File: src/rtl/uart_rx_fifo.sv
// Receive FIFO behind a UART receiver, with a first-word-fall-through read port, threshold and timeout interrupts, and sticky error flags.
// Optional build macro UART_RX_FIFO_FERR_TAG_EN stores each byte's frame-error bit alongside it and presents the head entry's bit on rd_ferr.
module uart_rx_fifo #(
  parameter int CLK_FREQ     = 125_000_000,
  parameter int BAUD         = 115200,
  parameter int DEPTH        = 16,
  parameter int TIMEOUT_BITS = 40,
  localparam int AW          = $clog2(DEPTH),
  localparam int LW          = AW + 1
) (
  input  logic          clk,
  input  logic          resetn,
  input  logic [7:0]    rx_data,
  input  logic          rx_ready,
  output logic          rx_ack,
  input  logic          err_frame,
  input  logic          err_overrun,
  input  logic          rd_en,
  output logic [7:0]    rd_data,
  output logic          rd_ferr,
  output logic          empty,
  output logic          full,
  output logic [LW-1:0] level,
  input  logic [LW-1:0] thresh,
  output logic          irq_thresh,
  output logic          irq_timeout,
  output logic          err_frame_st,
  output logic          err_overrun_st,
  input  logic          clr_err
);

  localparam int          BIT_CLKS = CLK_FREQ / BAUD;
  localparam logic [31:0] TO_LIMIT = 32'(TIMEOUT_BITS * BIT_CLKS - 1);

`ifdef UART_RX_FIFO_FERR_TAG_EN
  localparam int EW = 9;
`else
  localparam int EW = 8;
`endif

  typedef enum logic [1:0] {S_IDLE, S_ACK, S_HOLD} state_t;

  state_t        state, state_nxt;
  logic          wr, rd;
  logic [EW-1:0] mem [DEPTH];
  logic [EW-1:0] wdata, head;
  logic [AW-1:0] wptr, rptr;
  logic [31:0]   to_cnt;
  logic          frame_q, overrun_q;

  // ---------------- ingress FSM ----------------
  always_ff @(posedge clk or negedge resetn) begin
    if (!resetn) begin
      state  <= S_IDLE;
      rx_ack <= 1'b0;
    end else begin
      // NOTE: clocked state uses non-blocking assignments so every flop samples pre-edge values.
      state  <= state_nxt;
      rx_ack <= wr;
    end
  end

  always_comb begin
    // NOTE: defaulting every combinational output first prevents latch inference on unlisted paths.
    state_nxt = state;
    case (state)
      S_IDLE: if (rx_ready && !full) state_nxt = S_ACK;
      S_ACK:  state_nxt = S_HOLD;
      S_HOLD: state_nxt = S_IDLE;
      default: state_nxt = S_IDLE;
    endcase
  end

  always_comb begin
    wr = (state == S_IDLE) && rx_ready && !full;
    rd = rd_en && !empty;
  end

  // ---------------- storage ----------------
`ifdef UART_RX_FIFO_FERR_TAG_EN
  assign wdata   = {err_frame, rx_data};
  assign rd_ferr = !empty && head[8];
`else
  assign wdata   = rx_data;
  assign rd_ferr = 1'b0;
`endif

  // NOTE: the storage array has no reset; level alone decides which entries are valid.
  always_ff @(posedge clk) begin
    if (wr) mem[wptr] <= wdata;
  end

  assign head    = mem[rptr];
  assign rd_data = head[7:0];

  always_ff @(posedge clk or negedge resetn) begin
    if (!resetn) begin
      wptr  <= '0;
      rptr  <= '0;
      level <= '0;
    end else begin
      if (wr) wptr <= wptr + AW'(1);
      if (rd) rptr <= rptr + AW'(1);
      case ({wr, rd})
        2'b10:   level <= level + LW'(1);
        2'b01:   level <= level - LW'(1);
        default: level <= level;
      endcase
    end
  end

  assign empty      = (level == '0);
  assign full       = (level == LW'(DEPTH));
  assign irq_thresh = (thresh != '0) && (level >= thresh);

  // ---------------- character timeout ----------------
  // Any traffic or an empty FIFO restarts the idle count; the count holds once it hits the limit.
  always_ff @(posedge clk or negedge resetn) begin
    if (!resetn) begin
      to_cnt      <= '0;
      irq_timeout <= 1'b0;
    end else if (wr || rd || empty) begin
      to_cnt      <= '0;
      irq_timeout <= 1'b0;
    end else if (to_cnt == TO_LIMIT) begin
      irq_timeout <= 1'b1;
    end else begin
      to_cnt <= to_cnt + 32'd1;
    end
  end

  // ---------------- sticky errors ----------------
  always_ff @(posedge clk or negedge resetn) begin
    if (!resetn) begin
      frame_q        <= 1'b0;
      overrun_q      <= 1'b0;
      err_frame_st   <= 1'b0;
      err_overrun_st <= 1'b0;
    end else begin
      frame_q        <= err_frame;
      overrun_q      <= err_overrun;
      err_frame_st   <= (err_frame && !frame_q) || (err_frame_st && !clr_err);
      err_overrun_st <= (err_overrun && !overrun_q) || (err_overrun_st && !clr_err);
    end
  end

endmodule

File: config.mk
export PLATFORM = sky130hd
export DESIGN_NAME = uart_rx_fifo
export DESIGN_NICKNAME = d
export VERILOG_FILES = /design/src/rtl/uart_rx_fifo.sv
export SDC_FILE = /design/constraint.sdc
export NUM_CORES = 1
export LEC_CHECK = 0
export CORE_UTILIZATION = 45
export DETAILED_ROUTE_END_ITERATION = 10
export RECOVER_POWER = 25
export SYNTH_ARGS = -nofsm -noshare
export SYNTH_HDL_FRONTEND = slang
export SYNTH_SLANG_ARGS = --single-unit
File: constraint.sdc
create_clock -name clk -period 3 [get_ports clk]
set_input_delay 0.3 -clock clk [delete_from_list [all_inputs] [get_ports clk]]
set_output_delay 0.3 -clock clk [all_outputs]
set_load 0.01 [all_outputs]
==> results.cfg <==
[synth]
synth_edf_count = 128
synth_nets = 520
synthDistinctLibCells = 44
yosysSeqAreaShare_pct = 65.8
syn-instance-count = 484
synth_ff_type = edfxtp_1
async_flop_share_pct = 29.3
yosys_register_bits = 181
ys_warn_count = 0
syn_area_per_cell_sq_um = 16.2
syn_area_sq_um = 7850

[setup_path]
startpoint_type = flip-flop
path_depth = 4
crit_type = reg2out
slowest_delay_ps = 580
path_cells = buf_12, mux4_1, mux4_2, clkdlybuf4s50_1
crit_path_end_kind = output pin
critPathMaxFanout = 16
cp_slowest_cell = mux4_1
cp_data_arrival_time_ps = 2620
path_delay_family = multiplexers
reg2regPathDepth = 12
critPathBufInv = 2
worstPathRequired_ps = 2700

[timing]
skew_ps = 8.69
max-slew-margin-rel_pct = -63.3
fmax_ghz = 0.342
fin_crit_ps = 2920
worst_pin_slew_ps = 2450
setup_viol = 0
hold_ws_ps = 435
hold_violations = 0
setup_tns_ps = 0
fin_crit_sh_pct = 97.4
drv_slew = 46
rsz0062_at_grt = false

[place]
dp_hpwl_um = 9990
gp_congestion = 0.764
place.port_buffers = 39
dp_cells = 752

[cells_and_area]
multiInputGateArea_sq_um = 2500
antenna_cells = 0
drive_above_1_share_pct = 15.3
postLayoutCoreUtil_pct = 54.9
final_cells = 787
nets = 590
area_growth_pct = 17.6
fillers = 1411
ff_latch_area_sq_um = 5170

[power_and_ir_drop]
peakVddDrop_v = 0.000407
p_per_area_nw_per_um2 = 817
p_leak_nw = 3.47
p_total_mw = 7.55

[cts]
clock_latency_ps = 420
cts_buffers = 17
clockBufferDepth = 2
root_buffer = clkbuf_16
cts_tree = done
clk_pin_slew_ps = 70
htreeDepth = 4
clock_sinks = 181
hold_buffers = 0

[global_routing]
grt_pass1_vias = 4333
grtUsageMet1_pct = 25.0
track_usage_pct = 18.8
grtUsageMet3_pct = 4.80
grt_max_degree = 46
grt_pass1_wl_um = 24700
grt_overflow = 0
top_usage_layer = met2
grt_use_met2_pct = 30.4
antenna_found_initial = 2

[routing]
dr.pass1.iters = 5
viasPerCell = 5.46
via_count = 4299
routedWlPerCell_um = 19.5
wirelength_um = 15400
first_iter_violations = 341
antenna_left = 0
drcViolationCount = 0

[floorplan]
num_rows = 47
fp.dieW_um = 134
coreArea_sq_um = 16800
chipHeight_um = 134
start_util_pct = 46.7
die-area_sq_um = 18000
ios = 41

[run_status]
outcome = complete, but fails checks
violations = max-capacitance violations, max-slew violations

[hold_path]
hp-class = reg2reg
holdPathStages = 1

[flow_run]
drv_cap = 1
## per-stage QoR
stage	cell area, sq um	worst slack (ps)
6_report	9240	79.3
4_1_cts	9220	-0.747
5_1_grt	9240	3.93
3_3_place_gp	8650	160
2_1_floorplan	7850	137
3_5_place_dp	8650	83.8
## report_power, final
| part | internal, mW | switching [mW] | leakage [nW] |
|---|---|---|---|
| Sequential | 2.92 | 0.220 | 1.85 |
| Clock | 1.18 | 0.984 | 0.281 |
| Combinational | 1.24 | 1.01 | 1.34 |
| Total | 5.33 | 2.22 | 3.47 |
## cells in the mapped netlist (all sizes together) (5+ instances only)
master,count,area (sq um)
o21ai,6,30.0
mux4,40,1010
nor4,7,73.8
buf,15,98.8
edfxtp,128,3840
xnor2,13,114
clkbuf,7,26.3
inv,15,56.3
and3,9,56.3
ha,16,200
nand4,14,87.6
xor2,28,245
nand2,24,90.1
nor3,5,25.0
a21oi,7,35.0
nand3,12,65.1
nor2,48,180
dfrtp,53,1330
## final timing paths
kind                       startpoint         end  slack (ps)
min                          state[1]    state[1]         430
max                           rptr[0]  rd_data[3]          80
min in group asynchronous      resetn    level[3]         620
max reg2reg                  level[3]    level[4]         280
min reg2reg                  state[1]    state[1]         430
max in group asynchronous      resetn     rptr[0]         810
## area by class of cell
cell class	count	share of cell area, %
flip-flops and latches	181	56.0
multi-input cells	266	27.1
repair buffers	73	7.23
clock buffers	19	4.69
well taps	220	2.98
clock inverters	13	1.45
inverters	15	0.610
## routing by layer
layer | wire length (um) | up-vias
li1 | - | 1993
met1 | 6960 | 2211
met2 | 7610 | 73
met3 | 590 | 18
met4 | 179 | 4
met5 | 23 | -
## flip-flops by register name, summed over array words and instances, names as in the netlist
register,count
wptr,4
level,5
rptr,4
to_cnt,32
err_frame_st,1
mem,128
irq_timeout,1
state,2
overrun_q,1
err_overrun_st,1
frame_q,1
rx_ack,1
## layout by cell type (no fill, tap or decap), types with 17 or more instances in the layout
master,n
clkbuf_16,17
clkdlybuf4s50_1,30
edfxtp_1,128
mux4_1,25
xor2_1,28
buf_4,31
nor2_1,48
dfrtp_1,52
nand2_1,24
## what timing repair did
action,CTS,global route
hold endpoints to repair,0,0
gates resized for setup,0,11
setup buffers,1,2
setup endpoints to repair,6,7
## kinds of logic (layout without fill, tap and decap cells)
group                    Yosys count  count (layout)  share of synthesized area [%]
flip-flops                       181             181                           65.8
AND/OR/NAND/NOR                  145             145                           9.86
multiplexers                      43              43                           13.3
XOR/XNOR                          41              41                           4.57
buffers and inverters             37             120                           2.31
AO/OA/AOI/OAI                     20              20                           1.50
adder cells (fa/ha/maj)           16              16                           2.55
other                              1               1                         0.0478
Power figures use the tool's default switching activity.
==> RTL change: new RTL, same flow settings <==
Set the parameter `DEPTH` to 32 (it was 16).
--- a/src/rtl/uart_rx_fifo.sv
+++ b/src/rtl/uart_rx_fifo.sv
@@ -5,3 +5,3 @@
   parameter int BAUD         = 115200,
-  parameter int DEPTH        = 16,
+  parameter int DEPTH        = 32,
   parameter int TIMEOUT_BITS = 40,
Ports: changed (resized level and thresh); port bits go from 41 to 43. No check against the original RTL was run, so the function may have changed too.
==> RTL change against the original RTL <==
- the run ends with max-capacitance violations, max-slew violations, negative setup slack left
- critical endpoint is now rd_data[7]
- sequential cell count up 131
- area after synthesis increased by 64%
- routed wire length grew 79%
- sequential power increased by 65%
- clock power grew 90%
- non-clock buffer count increased by 15
- highest routed layer unchanged
- design area up 65%
- worst setup slack worse by 0.14 ns
- cell count up 54%
- power is 79% higher
==> RTL change: results (changes against the original RTL) <==
Outcome
  – Status: complete, but fails checks
  – Failing checks: max-capacitance violations, max-slew violations, negative setup slack

Logic synthesis
  – Multiplexer share of the synthesized area: 14.9% (+1.5 points)
  – Ys async rst share: 17.9% (-11 points)
  – Syn. warnings: 0 (unchanged)
  – Top post-synthesis cells by count: edfxtp_1 (256), mux4_2 (80), nor2_1 (62)
  – Post-synthesis net count: 756 (+45%)
  – Post-Synth XOR/XNOR Area: 2.72% (-1.9 points)
  – Post-synth EDFFs: 256 (+100%)
  – Post-synthesis compound-gate area fraction: 1.65% (+0.15 points)
  – Syn avg cell area: 17.9 sq um (+10%)
  – Area contributors post-synth: edfxtp_1 (60%), mux4_2 (14%), dfrtp_1 (11%), xnor2_1 (2.3%), nor2_1 (1.8%)
  – Post-synth cell types: 51 (+16%)
  – Sequential fraction of the synthesis area: 70.6% (+4.7 points)

Place
  – Pre-CTS WS: 0.0764 ns (-0.00734 ns)
  – Port bufs: 41 (+5.1%)
  – Placed Area: 13,900 sq um (+61%)
  – Detailed placement HPWL: 17,100 microns (+71%)
  – GPL Wtd Cong: 0.765 (+0.17%)
  – Placed Cells: 1,140 (+52%)

Drt
  – Total routed wirelength: 27,400 microns (+79%)
  – Via count: 6,753 (+57%)
  – Initial drt markers: 552 (+62%)
  – Pre-Repair DR Iteration Count: 4 (-1)
  – WL/cell: 22.6 microns (+16%)

Global route
  – Vias in the first global route: 7,186 (+66%)
  – Largest net degree at the start of global routing: 50 (+8.7%)
  – First-pass GRT wire length: 42,700 microns (+73%)

Clock network
  – TritonCTS Buffers: 34 (+17)
  – CTS HTree Levels: 2 (-2)
  – CTS Buffer Depth: 3 (+1)
  – Clk_lat worst skew: 0.52 ns (+0.10 ns)

Timing
  – Worst setup margin: -0.0621 ns (-0.141 ns)
  – Final count of negative-setup-slack endpoints: 8 (+8)
  – Fin crit share: 102% (+4.7 points)
  – Setup Skew: 0.0266 ns (+0.0179 ns)
  – Worst slew pin tran: 1.73 ns (-0.723 ns)
  – Slew Viols, Final: 132 (+190%)
  – Setup TNS: -0.309 ns (-0.309 ns)

Power and ir drop
  – Static leakage: 5.12 nW (+47%)
  – Max IR drop VDD: 0.000536 V (+32%)

Critical path
  – CP max FO: 8 (-8)

Flow run
  – Max_cap viols: 4 (+3)

Cells and area
  – Fillers: 2,260 (+60%)
## RTL change: power breakdown
part / internal [mW] / switching, mW / leakage (nW)
registers: 4.97 / 0.219 / 3.04
logic: 2.30 / 1.93 / 1.55
clock network: 2.42 / 1.69 / 0.535
## RTL change: worst max-delay path: stages (launching register included)
cell	delay, ns
dfrtp_4	0.46
buf_12	0.16
buf_12	0.15
mux4_2	0.56
mux4_2	0.51
mux2_4	0.29
buf_6	0.12
## RTL change: cell type report
class / count / area, sq um / area share, %
Sequential cell: 312 / 9090 / 59.7
Multi-Input combinational cell: 350 / 3560 / 23.4
Timing Repair Buffer: 88 / 903 / 5.93
Clock buffer: 41 / 898 / 5.90
Tap cell: 378 / 473 / 3.11
Clock inverter: 21 / 208 / 1.36
Inverter: 22 / 82.6 / 0.542
## RTL change: per-layer routing
metal  vias to the layer above  track usage (%)  part of all wire (%)
li1                       2997                -                     -
met5                         -                0                 0.047
met2                       184             33.1                    50
met1                      3534             27.3                    43
met3                        36             3.72                   5.5
met4                         2             4.93                   1.6
## RTL change: final timing paths
path | start | endpoint | slack (ns) | cells after the start
worst max-delay path | rptr[1] | rd_data[7] | -0.06 | 6
worst min-delay path | err_frame | frame_q | 0.38 | 1
worst max register to register | level[3] | level[4] | 0.19 | 12
worst min register to register | frame_q | err_frame_st | 0.43 | 1
max in group asynchronous | resetn | err_frame_st | 1.79 | 3
min in group asynchronous | resetn | level[3] | 0.43 | 2
## RTL change: kinds of logic after synthesis
kind of cell,Yosys count
mux,90
compound gates,36
xor+xnor,40
flops,312
fa+ha+maj,16
buf+inv,57
other cells,1
simple gates,167
## RTL change: what timing repair did
action                                 4_1_cts  5_1_grt
pin swaps                                    0        2
gates cloned                                 4        0
setup buffers                                7        1
hold buffers                                 1        0
endpoints found under the hold margin       35        0
setup endpoints to repair                    8       10
gates resized for setup                     51        4
